===== config.mk =====
export PLATFORM = sky130hd
export DESIGN_NAME = icache_refill_flat
export DESIGN_NICKNAME = d
export VERILOG_FILES = /design/src/rtl/cpu_pkg.sv /design/src/rtl/icache_refill_if.sv /design/src/rtl/icache_refill.sv /design/src/flat_wrapper.sv
export SDC_FILE = /design/constraint.sdc
export NUM_CORES = 1
export LEC_CHECK = 0
export BUFFER_PORTS_ARGS = -buffer_cell sky130_fd_sc_hd__buf_2
export CAP_MARGIN = 5
export CORE_MARGIN = 2
export CORE_UTILIZATION = 47
export CTS_CLUSTER_SIZE = 24
export DETAILED_ROUTE_END_ITERATION = 10
export GPL_TIMING_DRIVEN = 0
export PLACE_DENSITY = 0.72
export SYNTH_ARGS = -nofsm -noshare
export SYNTH_HDL_FRONTEND = slang
export SYNTH_SLANG_ARGS = --single-unit

===== constraint.sdc =====
create_clock -name clk_in -period 6.1 [get_ports clk_in]
set_input_delay 1.22 -clock clk_in [delete_from_list [all_inputs] [get_ports clk_in]]
set_output_delay 1.22 -clock clk_in [all_outputs]
set_load 0.02 [all_outputs]

===== src/rtl/cpu_pkg.sv =====
// Shared CPU front-end definitions used by the instruction-cache refill engine.
package cpu_pkg;

  localparam int unsigned XLEN           = 32;
  localparam int unsigned BYTES_PER_WORD = 4;
  localparam int unsigned MEM_LAT        = 1;

  typedef enum logic [1:0] {
    ST_IDLE,
    ST_WAIT_GNT,
    ST_READ,
    ST_DONE
  } refill_state_t;

endpackage


===== src/rtl/icache_refill_if.sv =====
// Fetch request/response, byte memory port and cache write port of the refill engine.
interface icache_refill_if;
  import cpu_pkg::*;

  logic            req_valid;
  logic [XLEN-1:0] req_addr;
  logic            req_ready;
  logic            resp_valid;
  logic [XLEN-1:0] resp_inst;
  logic            mem_req;
  logic            mem_gnt;
  logic [XLEN-1:0] mem_a;
  logic [7:0]      mem_din;
  logic            cache_we;
  logic [XLEN-1:0] cache_addr;
  logic [XLEN-1:0] cache_data;

  // master: the refill engine; slave: fetch, arbiter/memory and cache around it
  modport master (
    input  req_valid, req_addr, mem_gnt, mem_din,
    output req_ready, resp_valid, resp_inst, mem_req, mem_a,
           cache_we, cache_addr, cache_data
  );

  modport slave (
    output req_valid, req_addr, mem_gnt, mem_din,
    input  req_ready, resp_valid, resp_inst, mem_req, mem_a,
           cache_we, cache_addr, cache_data
  );

endinterface


===== src/rtl/icache_refill.sv =====
// Instruction-cache refill engine: fetches a word byte-by-byte from the shared
// memory port, writes it into the cache and returns it to fetch.
module icache_refill #(
  parameter int unsigned MEM_LAT = cpu_pkg::MEM_LAT
) (
  input  logic            clk_in,
  input  logic            rst_in,
  input  logic            rdy_in,
  input  logic            clear_in,
  icache_refill_if.master bus
);
  import cpu_pkg::*;

  localparam int unsigned       CNT_W    = 3;
  localparam logic [CNT_W-1:0]  LAT_CNT  = CNT_W'(MEM_LAT);
  localparam logic [CNT_W-1:0]  LAST_CNT = CNT_W'(BYTES_PER_WORD - 1 + MEM_LAT);
  localparam logic [CNT_W-1:0]  SAT_CNT  = CNT_W'(BYTES_PER_WORD - 2);
  localparam logic [1:0]        LAST_K   = 2'(BYTES_PER_WORD - 1);

  refill_state_t    r_state;
  logic [XLEN-1:0]  r_base;
  logic [XLEN-1:0]  r_asm;
  logic [CNT_W-1:0] r_cnt;
  logic             r_req_ready;
  logic             r_mem_req;
  logic [XLEN-1:0]  r_mem_a;
  logic             r_cache_we;
  logic             r_resp_valid;
  logic [XLEN-1:0]  r_cache_addr;
  logic [XLEN-1:0]  r_word;

  logic [1:0]       w_byte_idx;
  logic [1:0]       w_next_k;
  logic [XLEN-1:0]  w_asm_next;

  // r_cnt counts READ cycles; the byte landing now was addressed MEM_LAT cycles ago
  assign w_byte_idx = 2'(r_cnt - LAT_CNT);
  assign w_next_k   = (r_cnt >= SAT_CNT) ? LAST_K : 2'(r_cnt + 1'b1);

  always_comb begin
    w_asm_next = r_asm;
    w_asm_next[{w_byte_idx, 3'b000} +: 8] = bus.mem_din;
  end

  always_ff @(posedge clk_in or negedge rst_in) begin
    if (!rst_in) begin
      r_state      <= ST_IDLE;
      r_base       <= '0;
      r_asm        <= '0;
      r_cnt        <= '0;
      r_req_ready  <= 1'b1;
      r_mem_req    <= 1'b0;
      r_mem_a      <= '0;
      r_cache_we   <= 1'b0;
      r_resp_valid <= 1'b0;
      r_cache_addr <= '0;
      r_word       <= '0;
    end else if (!rdy_in) begin
      // a stall during READ throws away partial bytes and re-issues from byte 0
      if (r_state == ST_READ) begin
        r_cnt   <= '0;
        r_asm   <= '0;
        r_mem_a <= r_base;
      end
    end else begin
      unique case (r_state)
        ST_IDLE: begin
          if (bus.req_valid && !clear_in) begin
            r_base      <= bus.req_addr & ~32'h3;
            r_state     <= ST_WAIT_GNT;
            r_req_ready <= 1'b0;
            r_mem_req   <= 1'b1;
          end
        end

        ST_WAIT_GNT: begin
          if (clear_in) begin
            r_state     <= ST_IDLE;
            r_req_ready <= 1'b1;
            r_mem_req   <= 1'b0;
            r_mem_a     <= '0;
          end else if (bus.mem_gnt) begin
            r_state <= ST_READ;
            r_cnt   <= '0;
            r_asm   <= '0;
            r_mem_a <= r_base;
          end
        end

        ST_READ: begin
          if (clear_in) begin
            r_state     <= ST_IDLE;
            r_req_ready <= 1'b1;
            r_mem_req   <= 1'b0;
            r_mem_a     <= '0;
            r_cnt       <= '0;
            r_asm       <= '0;
          end else begin
            if (r_cnt >= LAT_CNT) begin
              r_asm <= w_asm_next;
            end
            if (r_cnt == LAST_CNT) begin
              r_state      <= ST_DONE;
              r_word       <= w_asm_next;
              r_cache_addr <= r_base;
              r_cache_we   <= 1'b1;
              r_resp_valid <= 1'b1;
            end else begin
              r_cnt   <= r_cnt + 1'b1;
              r_mem_a <= {r_base[XLEN-1:2], w_next_k};
            end
          end
        end

        ST_DONE: begin
          r_state      <= ST_IDLE;
          r_req_ready  <= 1'b1;
          r_mem_req    <= 1'b0;
          r_mem_a      <= '0;
          r_cnt        <= '0;
          r_cache_we   <= 1'b0;
          r_resp_valid <= 1'b0;
        end

        default: begin
          r_state <= ST_IDLE;
        end
      endcase
    end
  end

  // the pulses are masked while frozen; a flush in DONE still writes the cache
  assign bus.cache_we   = r_cache_we & rdy_in;
  assign bus.resp_valid = r_resp_valid & rdy_in & ~clear_in;
  assign bus.req_ready  = r_req_ready;
  assign bus.mem_req    = r_mem_req;
  assign bus.mem_a      = r_mem_a;
  assign bus.cache_addr = r_cache_addr;
  assign bus.cache_data = r_word;
  assign bus.resp_inst  = r_word;

endmodule


===== src/flat_wrapper.sv =====
// flat-port wrapper written by rule: the top's interface ports become plain ports
module icache_refill_flat import cpu_pkg::*;
#(
  parameter int unsigned MEM_LAT = cpu_pkg::MEM_LAT
)
  (clk_in, rst_in, rdy_in, clear_in, bus_req_valid, bus_req_addr, bus_mem_gnt, bus_mem_din, bus_req_ready, bus_resp_valid, bus_resp_inst, bus_mem_req, bus_mem_a, bus_cache_we, bus_cache_addr, bus_cache_data);
  icache_refill_if bus_i ();
  input  logic clk_in;
  input  logic rst_in;
  input  logic rdy_in;
  input  logic clear_in;
  input wire logic [$bits(bus_i.req_valid)-1:0] bus_req_valid;
  input wire logic [$bits(bus_i.req_addr)-1:0] bus_req_addr;
  input wire logic [$bits(bus_i.mem_gnt)-1:0] bus_mem_gnt;
  input wire logic [$bits(bus_i.mem_din)-1:0] bus_mem_din;
  output wire logic [$bits(bus_i.req_ready)-1:0] bus_req_ready;
  output wire logic [$bits(bus_i.resp_valid)-1:0] bus_resp_valid;
  output wire logic [$bits(bus_i.resp_inst)-1:0] bus_resp_inst;
  output wire logic [$bits(bus_i.mem_req)-1:0] bus_mem_req;
  output wire logic [$bits(bus_i.mem_a)-1:0] bus_mem_a;
  output wire logic [$bits(bus_i.cache_we)-1:0] bus_cache_we;
  output wire logic [$bits(bus_i.cache_addr)-1:0] bus_cache_addr;
  output wire logic [$bits(bus_i.cache_data)-1:0] bus_cache_data;
  assign bus_i.req_valid = bus_req_valid;
  assign bus_i.req_addr = bus_req_addr;
  assign bus_i.mem_gnt = bus_mem_gnt;
  assign bus_i.mem_din = bus_mem_din;
  assign bus_req_ready = bus_i.req_ready;
  assign bus_resp_valid = bus_i.resp_valid;
  assign bus_resp_inst = bus_i.resp_inst;
  assign bus_mem_req = bus_i.mem_req;
  assign bus_mem_a = bus_i.mem_a;
  assign bus_cache_we = bus_i.cache_we;
  assign bus_cache_addr = bus_i.cache_addr;
  assign bus_cache_data = bus_i.cache_data;
  icache_refill #(.MEM_LAT(MEM_LAT)) u_core (.clk_in(clk_in), .rst_in(rst_in), .rdy_in(rdy_in), .clear_in(clear_in), .bus(bus_i));
endmodule

# Yosys cells after proc, flatten, opt, wreduce, memory -nomap -nowiden
# Index checks and enable logic that the tools add are counted.
dict set report totals {
  ff_bits 164
  input_bits 46
  out_inout_bits 132
}
dict set report classes {
  n_addsub 3
  n_lt_le_gt_ge 2
  n_eq_ne 15
  shift 2
  mux 38
  bitwise 3
  n_reduce_logical 16
}
# op n
set op_table {}
lappend op_table {{$mux 32} 12}
lappend op_table {{$pmux 32 s3} 1}
lappend op_table {{$pmux 32 s2} 1}
lappend op_table {{$bwmux 32} 1}
lappend op_table {{$shift 8x7->32 const A} 1}
lappend op_table {{$shiftx 8x7->32} 1}
lappend op_table {{$mux 3} 6}
lappend op_table {{$reduce_and 4->1} 4}
lappend op_table {{$mux 2} 6}
lappend op_table {{$ne 3x3->1 const B} 4}
lappend op_table {{$ne 4x4->1 const B} 3}
lappend op_table {{$reduce_and 5->1} 2}
lappend op_table {{$pmux 3 s3} 1}
lappend op_table {{$pmux 2 s4} 1}
lappend op_table {{$neg 5->7} 1}
lappend op_table {{$mux 1} 6}
lappend op_table {{$pmux 1 s3} 2}
lappend op_table {{$reduce_and 3->1} 2}
lappend op_table {{$reduce_bool 2->1} 3}
lappend op_table {{$eq 2x2->1 const B} 2}
lappend op_table {{$ne 2x1->1 const B} 2}
lappend op_table {{$ne 2x2->1 const B} 2}
lappend op_table {{$add 3x1->3 const B} 1}
lappend op_table {{$eq 3x3->1 const B} 1}
lappend op_table {{12 further kinds} 13}

# Depth between registers and ports, before layout
dict set report logic_depth {
  word_depth 8
  ltp_mapped 10
  mapped_depth_nobuf 6
}

# Worst setup path before layout
# Ideal clock, no wire load.
dict set report synth_path {
  path_type {input-to-output}
  startpoint {input port clear_in}
  endpoint {output port bus_resp_valid}
  t_arrival_ns 1.914
  t_required_ns 4.880
  setup_slack_ns 2.966
  stages 3
  path_buffers 1
  cell_sequence {buf_2 > and2b_1 > and2_1}
}
dict set report synth_between {
  elab_chain_len 2
}
# item line
set synth_rtl {}
lappend synth_rtl {{from (decl)} flat_wrapper.sv:11} ;# input logic clear_in;
lappend synth_rtl {{$not 1->1 (no line)} n/a}
lappend synth_rtl {{$and 1x1->1} icache_refill.sv:134} ;# assign bus.resp_valid = r_resp_valid & rdy_in & ~clear_in;
lappend synth_rtl {{to (decl)} flat_wrapper.sv:17} ;# output wire logic [$bits(bus_i.resp_valid)-1:0] bus_resp_valid;
# No other way between the ends.

# Worst setup path in the final report
# Same ends and word-level chain as after synthesis.

==> reports/qor.yml <==
status: "completed"
n_antenna_cell: 0
dp_hpwl_mm: 11.7
async_reset_ff_share_pct: 100
ys_types: 60
drcViolationCount: 0
htreeDepth: 4
root_buffer: "clkbuf_16"
final_cell_mix: "173 x buf_2, 163 x dfrtp_1, 95 x nand2_1"
final_common_cell: "buf_2"
cts_max_path_buffers: 2
finalHoldViolCount: 0
worstSetupEndpoint: "bus_resp_valid"
power.density_mw_per_mm2: 364
grt_pass1_vias: 5191
cp-end-kind: "output pin"
grt_overflow: 0
ir_drop_v: 0.000232
initial_core_util_pct: 48.1
ff_latch_area_sq_mm: 0.00411
ctsHoldBuffers: 0
syn_area_sq_mm: 0.00732
r2r-end: "u_core.r_asm[31]$_DFFE_PN0P_"
place_congestion: 0.799
crit_start: "clear_in"
max-slew-margin-rel_pct: 56.0
max_stage_delay_ns: 0.37
drtIter0Drc: 212
leakage_nw: 4.71
final_antenna_net_count: 0
min_path_type: "reg2reg"
place_area_sq_mm: 0.00842
cts.clk_slew.worst_paths_ns: 0.06
synthCells: 638
crit_chain: "buf_2 > buf_2 > and2b_1 > and2_1 > buf_2"
cp.arrival_ns: 2.19
rsz0062_at_grt: "no"
max_cap_viol_count: 0
grt_start_max_net_pins: 89
multi_input_area_sq_mm: 0.00275
power.total_mw: 3.28
setup_viol: 0
yosys_most_used_dff: "dfrtp_1"
vias_per_cell: 5.20
avgSynthCellArea_sq_um: 11.5
cp_max_fo: 10
fin_area_sq_mm: 0.00901
crit_path_frequent_cell: "buf_2"
wl_mm: 16.6
drv_slew: 0
clk_latency_ns: 0.43
post_cts_resized: 0
grt.total_usage_pct: 20.9
yosys_warnings: 0
area_growth_pct: 23.2
ys_seq_elements: 164
die_area_sq_mm: 0.0166
antenna_found_initial: 2
worst_slew_pin_slew_ns: 0.660
drive_gt1_share_pct: 38.8
grt_first_pass_wirelength_mm: 26.9
fmax_mhz: 293
num_vias: 5332
core_area_sq_mm: 0.0152
r2r-start: "u_core.r_cnt[0]$_DFFE_PN0P_"
min_period_ns: 3.41
setup_tns_ns: 0
r2r_setup_slack_ns: 3.51
cts_made_buffers: 17
reg2regPathDepth: 7
nNetsFinal: 881
rows: 45
period_share_pct: 55.9
n_fill_cell: 1283
die_w_um: 129
pin_count: 178
die_h_um: 129
fin_worst_skew_ns: 0.0116
io_buffers: 166
worstSetupPathType: "in2out"
numClockSinks: 164
synth_edf_count: 0
seq_area_frac_synth_pct: 56.1
cp.required_ns: 4.88
cts_setup_buffers: 0
firstDrtPassIters: 4
cp_slowest_cell: "and2b_1"
cts_tree: "done"
wl_per_cell_um: 16.1
cp-start-kind: "input pin"
==> worst min-delay path by stage <==
| stage | end | slack, ns | cells after the start | startpoint |
|---|---|---|---|---|
| 6_report | u_core.bus.mem_a[27]$_DFFE_PN0P_ | 0.48 | 2 | u_core.bus.mem_a[27]$_DFFE_PN0P_ |
| 5_1_grt | u_core.bus.mem_a[23]$_DFFE_PN0P_ | 0.50 | 2 | u_core.bus.mem_a[23]$_DFFE_PN0P_ |
| 4_1_cts | u_core.bus.mem_a[4]$_DFFE_PN0P_ | 0.48 | 2 | u_core.bus.mem_a[4]$_DFFE_PN0P_ |
| 3_5_place_dp | u_core.bus.mem_a[4]$_DFFE_PN0P_ | 0.47 | 2 | u_core.bus.mem_a[4]$_DFFE_PN0P_ |
| 3_3_place_gp | u_core.bus.mem_a[17]$_DFFE_PN0P_ | 0.46 | 2 | u_core.bus.mem_a[17]$_DFFE_PN0P_ |
| 2_1_floorplan | u_core.r_asm[14]$_DFFE_PN0P_ | 0.45 | 1 | u_core.r_asm[14]$_DFFE_PN0P_ |
==> metrics by stage <==
step / setup WS [ns] / utilization, % / cells / hold WS, ns
final: 2.69 / 59.3 / 1026 / 0.476
after global routing: 2.65 / 59.3 / 1026 / 0.501
after CTS: 2.69 / 59.3 / 1026 / 0.481
after detailed placement: 2.69 / 55.4 / 994 / 0.467
after global placement: 1.28 / 55.2 / 993 / 0.458
after floorplan: 2.97 / - / 639 / 0.449
==> cells by family after synthesis <==
logic type / count (synthesis) / share of synthesized area, %
compound gates: 153 / 13.7
fa+ha+maj: 10 / 1.71
buf+inv: 80 / 6.36
flops: 164 / 56.1
mux: 63 / 9.97
other cells: 1 / 0.0513
simple gates: 167 / 12.1
==> worst max-delay path, delay by kind of cell <==
kind / cells / cell delay [ns]
buf+inv: 3 / 0.44
simple gates: 2 / 0.53
==> synthesized netlist by cell type (3+ instances only) <==
cell | number | area, sq um
ha_1 | 10 | 125
buf_4 | 35 | 263
and2_1 | 5 | 31.3
o21ai_0 | 68 | 340
a21oi_1 | 32 | 160
nor2b_1 | 34 | 213
buf_2 | 8 | 40.0
o21ai_4 | 3 | 48.8
buf_6 | 3 | 33.8
nand2_1 | 95 | 357
nand2b_1 | 4 | 25.0
nor3b_4 | 3 | 56.3
nor2_1 | 4 | 15.0
mux2_2 | 55 | 619
nand3_1 | 3 | 15.0
mux2_4 | 6 | 90.1
clkbuf_1 | 17 | 63.8
inv_1 | 6 | 22.5
a22o_1 | 32 | 280
dfrtp_1 | 163 | 4080
buf_1 | 9 | 33.8
==> registers in the layout, summed over array words and instances, names as in the netlist <==
register and count:
u_core.r_state 2, u_core.r_resp_valid 1, u_core.bus.cache_data 32, u_core.bus.mem_req 1, u_core.r_base 30, u_core.r_asm 32, u_core.bus.req_ready 1, u_core.r_cnt 3
u_core.bus.mem_a 32, u_core.bus.cache_addr 30
==> routing by layer <==
layer | wire length [um] | part of all wire (%) | vias to the layer above | global-route usage [%]
met3 | 1370 | 8.3 | 16 | 7.32
met2 | 7820 | 47 | 187 | 33.4
met4 | 113 | 0.68 | 2 | 6.14
met1 | 7230 | 44 | 2574 | 27.1
met5 | 11 | 0.066 | - | 0
li1 | - | - | 2553 | -
==> power by group <==
part	switching [mW]	internal, mW	total, mW
Combinational	0.501	0.304	0.805
Clock	0.433	0.628	1.06
Sequential	0.130	1.29	1.42
Total	1.06	2.22	3.28
==> layout make-up <==
| type | count | share of cell area (%) |
|---|---|---|
| Clock buffer | 22 | 5.15 |
| Buffer | 73 | 4.87 |
| Tap cell | 188 | 2.61 |
| Clock inverter | 10 | 1.36 |
| Sequential cell | 164 | 45.6 |
| Timing Repair Buffer | 167 | 9.64 |
| Multi-Input combinational cell | 395 | 30.5 |
| Inverter | 7 | 0.292 |
Power figures use the tool's default switching activity.
